## src/rtl/pulse_period_meter.sv

```systemverilog
// pulse_period_meter
// Measures the spacing, in clk cycles, between successive pulses on pulse_in
// and presents each measured period on a valid/ready result port.
//
// Ports:
//   clk       in   clock, all logic on rising edge
//   rst       in   asynchronous active-high reset
//   ena       in   measurement enable; low returns to IDLE, result port retained
//   pulse_in  in   event strobe, one event per cycle sampled high
//   period    out  [N-1:0] last captured period (saturates at 2^N-1)
//   overflow  out  period is saturated (interval ran past 2^N-1)
//   valid     out  period/overflow hold an unconsumed result
//   ready     in   consumer accepts the result when valid & ready
//   lost      out  sticky: a result was overwritten before acceptance
//   locked    out  last two captured periods equal and neither saturated
module pulse_period_meter #(
    parameter int unsigned N = 8
) (
    input  logic         clk,
    input  logic         rst,
    input  logic         ena,
    input  logic         pulse_in,
    input  logic         ready,
    output logic [N-1:0] period,
    output logic         overflow,
    output logic         valid,
    output logic         lost,
    output logic         locked
);

    localparam logic [0:0]   ST_IDLE    = 1'b0;
    localparam logic [0:0]   ST_MEASURE = 1'b1;
    localparam logic [N-1:0] CNT_MAX    = {N{1'b1}};
    localparam logic [N-1:0] CNT_ONE    = N'(1);

    logic [0:0]   state,       state_nx;
    logic [N-1:0] cnt,         cnt_nx;
    logic         sat,         sat_nx;
    logic [N-1:0] period_nx;
    logic         overflow_nx;
    logic         valid_nx;
    logic         lost_nx;
    logic         locked_nx;
    logic [N-1:0] prev_period, prev_period_nx;
    // prev_ok: a previous capture exists in this session and it did not saturate
    logic         prev_ok,     prev_ok_nx;
    logic         xfer;

    // State and datapath registers
    always_ff @(posedge clk or posedge rst) begin
        if (rst) begin
            state       <= ST_IDLE;
            cnt         <= '0;
            sat         <= 1'b0;
            period      <= '0;
            overflow    <= 1'b0;
            valid       <= 1'b0;
            lost        <= 1'b0;
            locked      <= 1'b0;
            prev_period <= '0;
            prev_ok     <= 1'b0;
        end else begin
            state       <= state_nx;
            cnt         <= cnt_nx;
            sat         <= sat_nx;
            period      <= period_nx;
            overflow    <= overflow_nx;
            valid       <= valid_nx;
            lost        <= lost_nx;
            locked      <= locked_nx;
            prev_period <= prev_period_nx;
            prev_ok     <= prev_ok_nx;
        end
    end

    // Next-state, counter and result-port logic
    always_comb begin
        state_nx       = state;
        cnt_nx         = cnt;
        sat_nx         = sat;
        period_nx      = period;
        overflow_nx    = overflow;
        valid_nx       = valid;
        lost_nx        = lost;
        locked_nx      = locked;
        prev_period_nx = prev_period;
        prev_ok_nx     = prev_ok;

        xfer = valid & ready;

        // Accepted result leaves the port; lost was reported alongside it
        if (xfer) begin
            valid_nx = 1'b0;
            lost_nx  = 1'b0;
        end

        if (!ena) begin
            // Session ends; the result port keeps its contents for draining
            state_nx   = ST_IDLE;
            cnt_nx     = '0;
            sat_nx     = 1'b0;
            locked_nx  = 1'b0;
            prev_ok_nx = 1'b0;
        end else begin
            case (state)
                ST_IDLE: begin
                    // First pulse of a session is only a reference
                    if (pulse_in) begin
                        state_nx   = ST_MEASURE;
                        cnt_nx     = CNT_ONE;
                        sat_nx     = 1'b0;
                        prev_ok_nx = 1'b0;
                    end
                end
                ST_MEASURE: begin
                    if (pulse_in) begin
                        period_nx   = cnt;
                        overflow_nx = sat;
                        valid_nx    = 1'b1;
                        // Overwriting an unaccepted result; a same-cycle
                        // transfer drains the old value, so nothing is lost
                        if (valid && !ready) begin
                            lost_nx = 1'b1;
                        end
                        locked_nx      = (cnt == prev_period) & ~sat & prev_ok;
                        prev_period_nx = cnt;
                        prev_ok_nx     = ~sat;
                        cnt_nx         = CNT_ONE;
                        sat_nx         = 1'b0;
                    end else if (cnt != CNT_MAX) begin
                        cnt_nx = cnt + CNT_ONE;
                    end else begin
                        // Hold at the ceiling instead of wrapping
                        sat_nx = 1'b1;
                    end
                end
                default: begin
                    state_nx = ST_IDLE;
                end
            endcase
        end
    end

endmodule

```

## config.mk

```make
export PLATFORM = sky130hd
export DESIGN_NAME = pulse_period_meter
export DESIGN_NICKNAME = d
export VERILOG_FILES = /design/src/rtl/pulse_period_meter.sv
export SDC_FILE = /design/constraint.sdc
export NUM_CORES = 1
export LEC_CHECK = 0
export ABC_AREA = 1
export CAP_MARGIN = 10
export CORE_ASPECT_RATIO = 0.5
export CORE_MARGIN = 2
export CORE_UTILIZATION = 44
export CTS_BUF_LIST = sky130_fd_sc_hd__clkbuf_4
export CTS_CLUSTER_DIAMETER = 40
export DETAILED_ROUTE_END_ITERATION = 16
export PLACE_DENSITY = 0.71
export SYNTH_ARGS = -nofsm -noshare
export SYNTH_HDL_FRONTEND = slang
export SYNTH_SLANG_ARGS = --single-unit
export TNS_END_PERCENT = 20
```

## constraint.sdc

```tcl
create_clock -name clk -period 1.15 [get_ports clk]
set_input_delay 0.23 -clock clk [delete_from_list [all_inputs] [get_ports clk]]
set_output_delay 0.23 -clock clk [all_outputs]
set_load 0.05 [all_outputs]
```

==> impl_metrics.json, run 1 <==
{
  "drt-initial-drc-count": 53,
  "wl_per_cell_um": 12.32,
  "final_common_cell": "nand2_1",
  "clockBufferDepth": 2,
  "ctsHtreeMaxLevel": 1,
  "cts_tree": "done",
  "die_y_um": 41.14,
  "tightest_slew_ns": 0.2232,
  "hp-class": "input port to asynchronous set/reset pin",
  "setup_slack_ns": -0.1384,
  "grt_start_max_net_pins": 24,
  "dp_hpwl_um": 2140,
  "synth_edf_count": 0,
  "max_freq_ghz": 0.7761,
  "drtAntennaViolNets": 0,
  "path_clk_slew_ns": 0.12,
  "die_area_sq_mm": 0.003220,
  "drive_gt1_frac": 0.3141,
  "hold_viol_final": 0,
  "p_per_area_mw_per_mm2": 955.7,
  "final_max_slew_viol_count": 0,
  "critPathArrivalTime_ns": 1.55,
  "worstSkewPairLatency_ns": 0.32,
  "start_kind": "register",
  "cts_buffers": 3,
  "ys_warn_count": 0,
  "pre_cts_slack_ns": -0.2591,
  "drcViolationCount": 0,
  "syn_to_final_growth_pct": 44.23,
  "worstSetupPathType": "register to register",
  "place_area_sq_mm": 0.001677,
  "floorplan.initialDensity": 0.4663,
  "place_inst": 221,
  "io_buffers": 16,
  "wirelength_um": 2808,
  "finalInstanceArea_sq_mm": 0.001750,
  "fin_skew_ns": 0.007819,
  "gp_congestion": 0.8390,
  "finalNetCount": 198,
  "endpoint_kind": "register",
  "cp_data_required_time_ns": 1.41,
  "synthesis.nets": 158,
  "setup_viol": 19,
  "layout_common_cells": "nand2_1, inv_1, buf_4, nor2_1, dfrtp_1",
  "leakagePower_uw": 0.0008520,
  "dr.pass1.iters": 4,
  "die_w_um": 78.28,
  "grt_pass1_vias": 1014,
  "syn_area_per_cell_sq_um": 7.985,
  "drv_cap": 0,
  "setup_tns_ns": -0.9839,
  "instances_no_fill": 228,
  "io_pins": 17,
  "diodes": 0,
  "cts_root_buffer": "clkbuf_4",
  "irDropWorstVdd_uv": 659.4,
  "row_count": 13,
  "synthArstFlopShare": 1.000,
  "fin_crit_ns": 1.288,
  "power_uw": 1673,
  "ys.flop_type": "dfrtp_1",
  "cts_sinks": 23,
  "syn_area_sq_mm": 0.001214,
  "grt_pass1_wl_um": 4574,
  "ys_seq_area_frac": 0.4742,
  "ys_seq_elements": 23,
  "overflow": 0,
  "rsz0062_at_grt": "yes",
  "finalCritPeriodShare": 1.120,
  "vias_per_cell": 4.947,
  "globalRouteTotalUtil": 0.1982,
  "slew_headroom": 0.8501,
  "violations": "setup timing",
  "antenna_found_initial": 0,
  "cp_max_fo": 8,
  "syn_inst": 152,
  "core_sq_mm": 0.002603,
  "dr_total_vias": 1128,
  "ys_types": 25,
  "r2r_slack_ns": -0.14,
  "outcome": "complete, but fails checks"
}
where the power goes:
part	leakage (uW)	total, uW	internal [uW]	switching, uW
combinational	0.000529	387	179	208
sequential	0.000304	880	843	36.4
clock	0.0000184	406	160	246
total	0.000852	1670	1180	491
synthesized netlist by cell type, types with 2 or more instances:
cell | number | area share
a21oi_1 | 3 | 0.012
dfrtp_1 | 23 | 0.47
inv_1 | 22 | 0.068
nand2_1 | 36 | 0.11
nand2_2 | 2 | 0.010
nand2_4 | 3 | 0.028
nand3_1 | 9 | 0.037
nand4_1 | 4 | 0.021
nor2_1 | 19 | 0.059
nor2_2 | 2 | 0.010
nor3_1 | 2 | 0.0082
o21ai_0 | 11 | 0.045
o21ai_2 | 2 | 0.014
xor2_1 | 3 | 0.022
final timing paths:
path | from | to | cells past startpoint
max in group asynchronous | rst | prev_period[5] | 3
worst min register to register | prev_ok | prev_ok | 2
worst max-delay path | cnt[0] | cnt[1] | 7
worst min-delay path | rst | prev_period[3] | 3
worst max register to register | cnt[0] | cnt[1] | 7
min in group clk | ready | register | 2
layer usage:
layer  GRT usage  vias up  share of wire  wire length, um
li1            -      559              -                -
met1      0.2574      538           0.48             1361
met2      0.3341       29           0.45             1272
met4     0.05702        0         0.0068               19
met5           0        -              0                0
met3     0.05947        2          0.055              155
repair_timing:
action                                  4_1_cts  5_1_grt
hold buffers                                  0        0
pin swaps                                     3        3
resized for setup                             6        4
endpoints found under the setup margin       21       22
buffers inserted                              3        1
kinds of logic (layout without fill, tap and decap cells):
kind of cell / after synthesis / in the layout / synth area share
AO/OA/AOI/OAI: 19 / 19 / 0.09485
XOR/XNOR: 4 / 4 / 0.02887
adder cells (fa/ha/maj): 1 / 1 / 0.01031
buffers and inverters: 25 / 64 / 0.08453
flip-flops: 23 / 23 / 0.4742
AND/OR/NAND/NOR: 80 / 80 / 0.3072
layout make-up:
type,count,area [sq um]
multi-input combinational,104,545.5
tap,37,46.29
timing repair buffer,38,461.7
clock buffer,4,30.03
sequential,23,581.8
fill,210,852.1
inverter,22,85.08
state kept, by name (all words and copies together), names as in the netlist, named ones only:
name and flops:
cnt 8, prev_period 8, locked 1, overflow 1
prev_ok 1, sat 1, state 1, valid 1
worst max-delay path: stages (launching register included):
cell     delay, ns
dfrtp_1       0.41
ha_2          0.20
nand2_2       0.09
nor2_4        0.05
nand2_4       0.13
nand2_4       0.08
buf_4         0.14
o22ai_2       0.12
metrics by stage:
stage	utilization	hold WS, ns
detailed placement	0.6442	0.4743
floorplan	-	0.2319
finish	0.6726	0.2179
global placement	0.6442	0.4746
global route	0.6726	0.2151
CTS	0.6678	0.2213
Power figures use the tool's default switching activity.
==> run 2: changes to the inputs <==
clock period = 1.09 ns   (was 1.15 ns; I/O delays follow)
==> impl_metrics.json, run 2 (synthesis gave the netlist of run 1 again) <==
{
  "outcome": "complete, but fails checks",
  "violations": "setup timing",
  "finalInstanceArea_sq_mm": 0.001819,
  "wl_per_cell_um": 12.15,
  "cts_tree": "done",
  "grt_pass1_vias": 1041,
  "drv_cap": 0,
  "irDropWorstVdd_uv": 544.8,
  "cp_data_required_time_ns": 1.32,
  "worstSkewPairLatency_ns": 0.32,
  "ctsHtreeMaxLevel": 1,
  "worstSetupPathType": "register to register",
  "fin_crit_ns": 1.247,
  "setup_viol": 22,
  "leakagePower_uw": 0.0008905,
  "drt-initial-drc-count": 31,
  "fin_skew_ns": 0.01212,
  "overflow": 0,
  "critPathArrivalTime_ns": 1.48,
  "p_comb_frac": 0.244,
  "rsz0062_at_grt": "yes",
  "swShare": 0.2941,
  "core_sq_mm": 0.002603,
  "cts_sinks": 23,
  "start_kind": "register",
  "dr_total_vias": 1140,
  "die_y_um": 41.14,
  "p_clk_frac": 0.241,
  "grt_pass1_wl_um": 4774,
  "final_common_cell": "nand2_1",
  "setup_slack_ns": -0.1566,
  "biggestRegsByFlops": "cnt x8, prev_period x8",
  "diodes": 0,
  "finalNetCount": 203,
  "seq_power_share": 0.515,
  "instances_no_fill": 233,
  "p_per_area_mw_per_mm2": 982.8,
  "pre_cts_slack_ns": -0.3028,
  "top_layer": "met4",
  "cp_max_fo": 8,
  "row_count": 13,
  "p_int_uw": 1262,
  "wl_met2_um": 1335,
  "m1WireLength_um": 1346,
  "io_pins": 17,
  "r2r_slack_ns": -0.16,
  "slew_headroom": 0.8285,
  "dr.pass1.iters": 4,
  "syn_to_final_growth_pct": 49.90,
  "drcViolationCount": 0,
  "dp_hpwl_um": 2163,
  "r2r-start": "cnt[1]",
  "drive_gt1_frac": 0.3214,
  "cts_root_buffer": "clkbuf_4",
  "max_freq_ghz": 0.8022,
  "r2r_cells": 8,
  "globalRouteTotalUtil": 0.2010,
  "grt_start_max_net_pins": 24,
  "finalCritPeriodShare": 1.144,
  "hold_viol_final": 0,
  "wl_met3_um": 132,
  "p_sw_uw": 525.9,
  "vias_per_cell": 4.893,
  "clockBufferDepth": 2,
  "endpoint_kind": "register",
  "drtAntennaViolNets": 0,
  "floorplan.initialDensity": 0.4663,
  "wirelength_um": 2830,
  "gp_congestion": 0.8387,
  "tightest_slew_ns": 0.2553,
  "cts_buffers": 3,
  "hp-class": "input port to asynchronous set/reset pin",
  "layout_common_cells": "nand2_1, inv_1, dfrtp_1, nor2_1, buf_4",
  "worst_r2r_endpoint": "cnt[0]",
  "cts_hold_buf": 0,
  "path_clk_slew_ns": 0.13,
  "die_area_sq_mm": 0.003220,
  "setup_tns_ns": -2.334,
  "antenna_found_initial": 0,
  "die_w_um": 78.28,
  "final_max_slew_viol_count": 0,
  "place_area_sq_mm": 0.001722,
  "place_inst": 227,
  "io_buffers": 16
}
==> run 2: cell count changes in the layout (fill, tap and decap cells not counted) <==
cell	before	now
buf_8	0	1
nand3_1	9	7
nand3_2	1	3
buf_4	20	18
nor3_2	1	0
dfrtp_2	5	2
dfrtp_1	18	21
buf_6	1	7
nor3_1	1	2
==> run 2: how the worst max path moves through the flow <==
stage                     slack (ns)    from  endpoint
after global routing           -0.26  cnt[1]    cnt[0]
after CTS                      -0.15  cnt[1]    cnt[0]
after floorplan                -0.11  cnt[0]    cnt[0]
after detailed placement       -0.30     ena    cnt[0]
after global placement         -0.27     ena    cnt[0]
final                          -0.16  cnt[1]    cnt[0]
==> run 2: critical path: stages, from the launching register on <==
cell and delay (ns):
dfrtp_1 0.38, ha_2 0.19, nand2_2 0.08, nor2_4 0.12
nand2_4 0.11, nand2_4 0.10, nand2_4 0.07, nand3_2 0.07
o21ai_2 0.05
==> run 2: power groups by stage <==
stage	Combinational [uW]	Clock [uW]	Sequential, uW
after floorplan	106	0	1020
final	436	431	921
after global placement	416	0	934
after detailed placement	425	0	936
after global routing	466	474	925
after CTS	437	436	922
==> run 2: final cells by class <==
cell class                 count  area (sq um)
timing repair buffer          43         529.3
sequential                    23         578.1
clock buffer                   4         30.03
tap                           37         46.29
inverter                      22         85.08
multi-input combinational    104         550.5
fill                         189         783.3
==> run 2: stage by stage <==
stage	util	total power, uW	hold slack (ns)
floorplan	-	1129	0.2199
global placement	0.6615	1351	0.4908
detailed placement	0.6615	1361	0.4881
CTS	0.6942	1795	0.2153
global route	0.6990	1865	0.2260
finish	0.6990	1788	0.2108
==> run 2: timing repair <==
item,CTS,global route
cloned,0,0
endpoints found under the setup margin,23,23
pin swaps,7,4
buffers inserted,2,0
resized for setup,12,4
endpoints found under the hold margin,0,0
==> run 2: per-layer routing <==
| layer | vias up | track usage |
|---|---|---|
| li1 | 569 | - |
| met1 | 542 | 0.2540 |
| met2 | 24 | 0.3513 |
| met3 | 5 | 0.06388 |
| met4 | 0 | 0.04825 |
| met5 | - | 0 |
==> run 3: changes to the inputs <==
--- a/config.mk
+++ b/config.mk
@@ -15,3 +15,3 @@
 export DETAILED_ROUTE_END_ITERATION = 16
-export PLACE_DENSITY = 0.71
+export PLACE_DENSITY = 0.68
 export SYNTH_ARGS = -nofsm -noshare
==> constraint.sdc (replaced) <==
create_clock -name clk -period 1.2 [get_ports clk]
set_input_delay 0.3 -clock clk [delete_from_list [all_inputs] [get_ports clk]]
set_output_delay 0.3 -clock clk [all_outputs]
set_load 0.05 [all_outputs]
==> impl_metrics.json, run 3 (synthesis gave the netlist of run 1 again) <==
{
  "wirelength_um": 2650,
  "syn_to_final_growth_pct": 40.62,
  "critPathBufInv": 1,
  "cts_buffers": 3,
  "p_clk_frac": 0.233,
  "grt_start_max_net_pins": 24,
  "worst_r2r_endpoint": "cnt[0]",
  "row_count": 13,
  "p_int_uw": 1100,
  "cp_data_required_time_ns": 0.90,
  "worstSkewPairLatency_ns": 0.32,
  "cts_root_buffer": "clkbuf_4",
  "crit_path_cell_trace": "buf_12",
  "cpMaxStageDelayCell": "dfrtp_1",
  "r2r_cells": 8,
  "fin_skew_ns": 0.009261,
  "core_sq_mm": 0.002603,
  "drt-initial-drc-count": 34,
  "ctsHtreeMaxLevel": 1,
  "dp_hpwl_um": 1959,
  "wl_met3_um": 140,
  "wl_per_cell_um": 11.88,
  "fin_util": 0.6558,
  "top_layer": "met4",
  "hold_viol_final": 0,
  "setup_slack_ns": -0.05277,
  "worstSetupPathType": "register to output port",
  "globalRouteTotalUtil": 0.1924,
  "grt_pass1_vias": 976,
  "floorplan.initialDensity": 0.4663,
  "r2r_slack_ns": -0.05,
  "clockBufferDepth": 2,
  "diodes": 0,
  "die_area_sq_mm": 0.003220,
  "die_y_um": 41.14,
  "violations": "setup timing",
  "fin_crit_ns": 1.253,
  "p_comb_frac": 0.233,
  "endpoint_kind": "output port",
  "die_w_um": 78.28,
  "wl_met2_um": 1151,
  "m1WireLength_um": 1331,
  "max_freq_ghz": 0.7982,
  "slew_headroom": 0.8284,
  "drcViolationCount": 0,
  "crit_family": "flip-flops",
  "cp_max_fo": 4,
  "critPathArrivalTime_ns": 0.95,
  "dr.pass1.iters": 4,
  "p_sw_uw": 475.7,
  "antenna_found_initial": 0,
  "finalCritPeriodShare": 1.044,
  "final_common_cell": "nand2_1",
  "leakagePower_uw": 0.0008320,
  "start_kind": "register",
  "final_max_slew_viol_count": 0,
  "swShare": 0.3018,
  "layout_common_cells": "nand2_1, dfrtp_1, inv_1, nor2_1, buf_4",
  "io_buffers": 16,
  "seq_power_share": 0.534,
  "hp-class": "input port to asynchronous set/reset pin",
  "setup_viol": 16,
  "drv_cap": 0,
  "io_pins": 17,
  "vias_per_cell": 4.749,
  "cts_sinks": 23,
  "p_per_area_mw_per_mm2": 923.5,
  "path_clk_slew_ns": 0.13,
  "dr_total_vias": 1059,
  "grt_pass1_wl_um": 4443,
  "irDropWorstVdd_uv": 618.1,
  "gp_congestion": 0.8541,
  "whs_ns": 0.2806,
  "overflow": 0,
  "drive_gt1_frac": 0.2849,
  "biggestRegsByFlops": "cnt x8, prev_period x8",
  "drtAntennaViolNets": 0,
  "finalNetCount": 193,
  "cts_tree": "done",
  "tightest_slew_ns": 0.2556,
  "pre_cts_slack_ns": -0.2846,
  "rsz0062_at_grt": "yes",
  "cpPeakStageDelay_ns": 0.46,
  "r2r-start": "cnt[0]",
  "outcome": "complete, but fails checks"
}
==> run 3: cell type report <==
class	instances	area (sq um)
sequential	23	578.1
timing repair buffer	33	424.2
clock buffer	3	22.52
tap	37	46.29
multi-input combinational	104	545.5
clock inverter	1	5.005
fill	229	895.9
inverter	22	85.08
==> run 3: worst max path at each step <==
stage,start,end,slack [ns],cells past startpoint
after floorplan,cnt[0],cnt[0],-0.0009,8
after global placement,ena,cnt[0],-0.25,8
after detailed placement,ena,cnt[0],-0.28,8
after CTS,prev_period[4],period[4],-0.06,1
after global routing,cnt[0],cnt[3],-0.14,8
final,prev_period[0],period[0],-0.05,1
==> run 3: layer usage <==
| metal | global-route usage | vias up |
|---|---|---|
| met5 | 0 | - |
| met4 | 0.06140 | 0 |
| met3 | 0.05507 | 4 |
| met2 | 0.3276 | 25 |
| met1 | 0.2473 | 486 |
| li1 | - | 544 |
==> run 3: worst reg2reg max path, stage by stage (launching register included) <==
cell,delay (ns)
dfrtp_1,0.37
ha_2,0.19
nand2_2,0.08
nor2_4,0.13
nand2_4,0.11
nand2_4,0.10
nand2_4,0.07
nand3_2,0.07
o21ai_2,0.05
==> run 3: timing repair <==
action / CTS / global route
hold buffers: 0 / 0
setup buffers: 3 / 1
gates resized for setup: 3 / 6
endpoints found under the setup margin: 21 / 22
pin swaps: 2 / 6
hold endpoints to repair: 0 / 0
==> run 3: power by group through the flow <==
| stage | clock network (uW) | registers, uW | logic, uW |
|---|---|---|---|
| 2_1_floorplan | 0 | 929 | 96.6 |
| 3_3_place_gp | 0 | 856 | 357 |
| 3_5_place_dp | 0 | 857 | 361 |
| 4_1_cts | 387 | 842 | 363 |
| 5_1_grt | 421 | 847 | 392 |
| 6_report | 367 | 842 | 367 |
==> run 3: per-stage QoR <==
stage | power (uW) | instances | instance area, sq um | setup TNS (ns)
finish | 1576 | 223 | 1707 | -0.4508
global placement | 1213 | 215 | 1632 | -3.514
detailed placement | 1217 | 215 | 1632 | -4.236
floorplan | 1026 | 152 | 1215 | -0.0008634
global route | 1660 | 223 | 1707 | -1.739
CTS | 1592 | 222 | 1685 | -0.6252
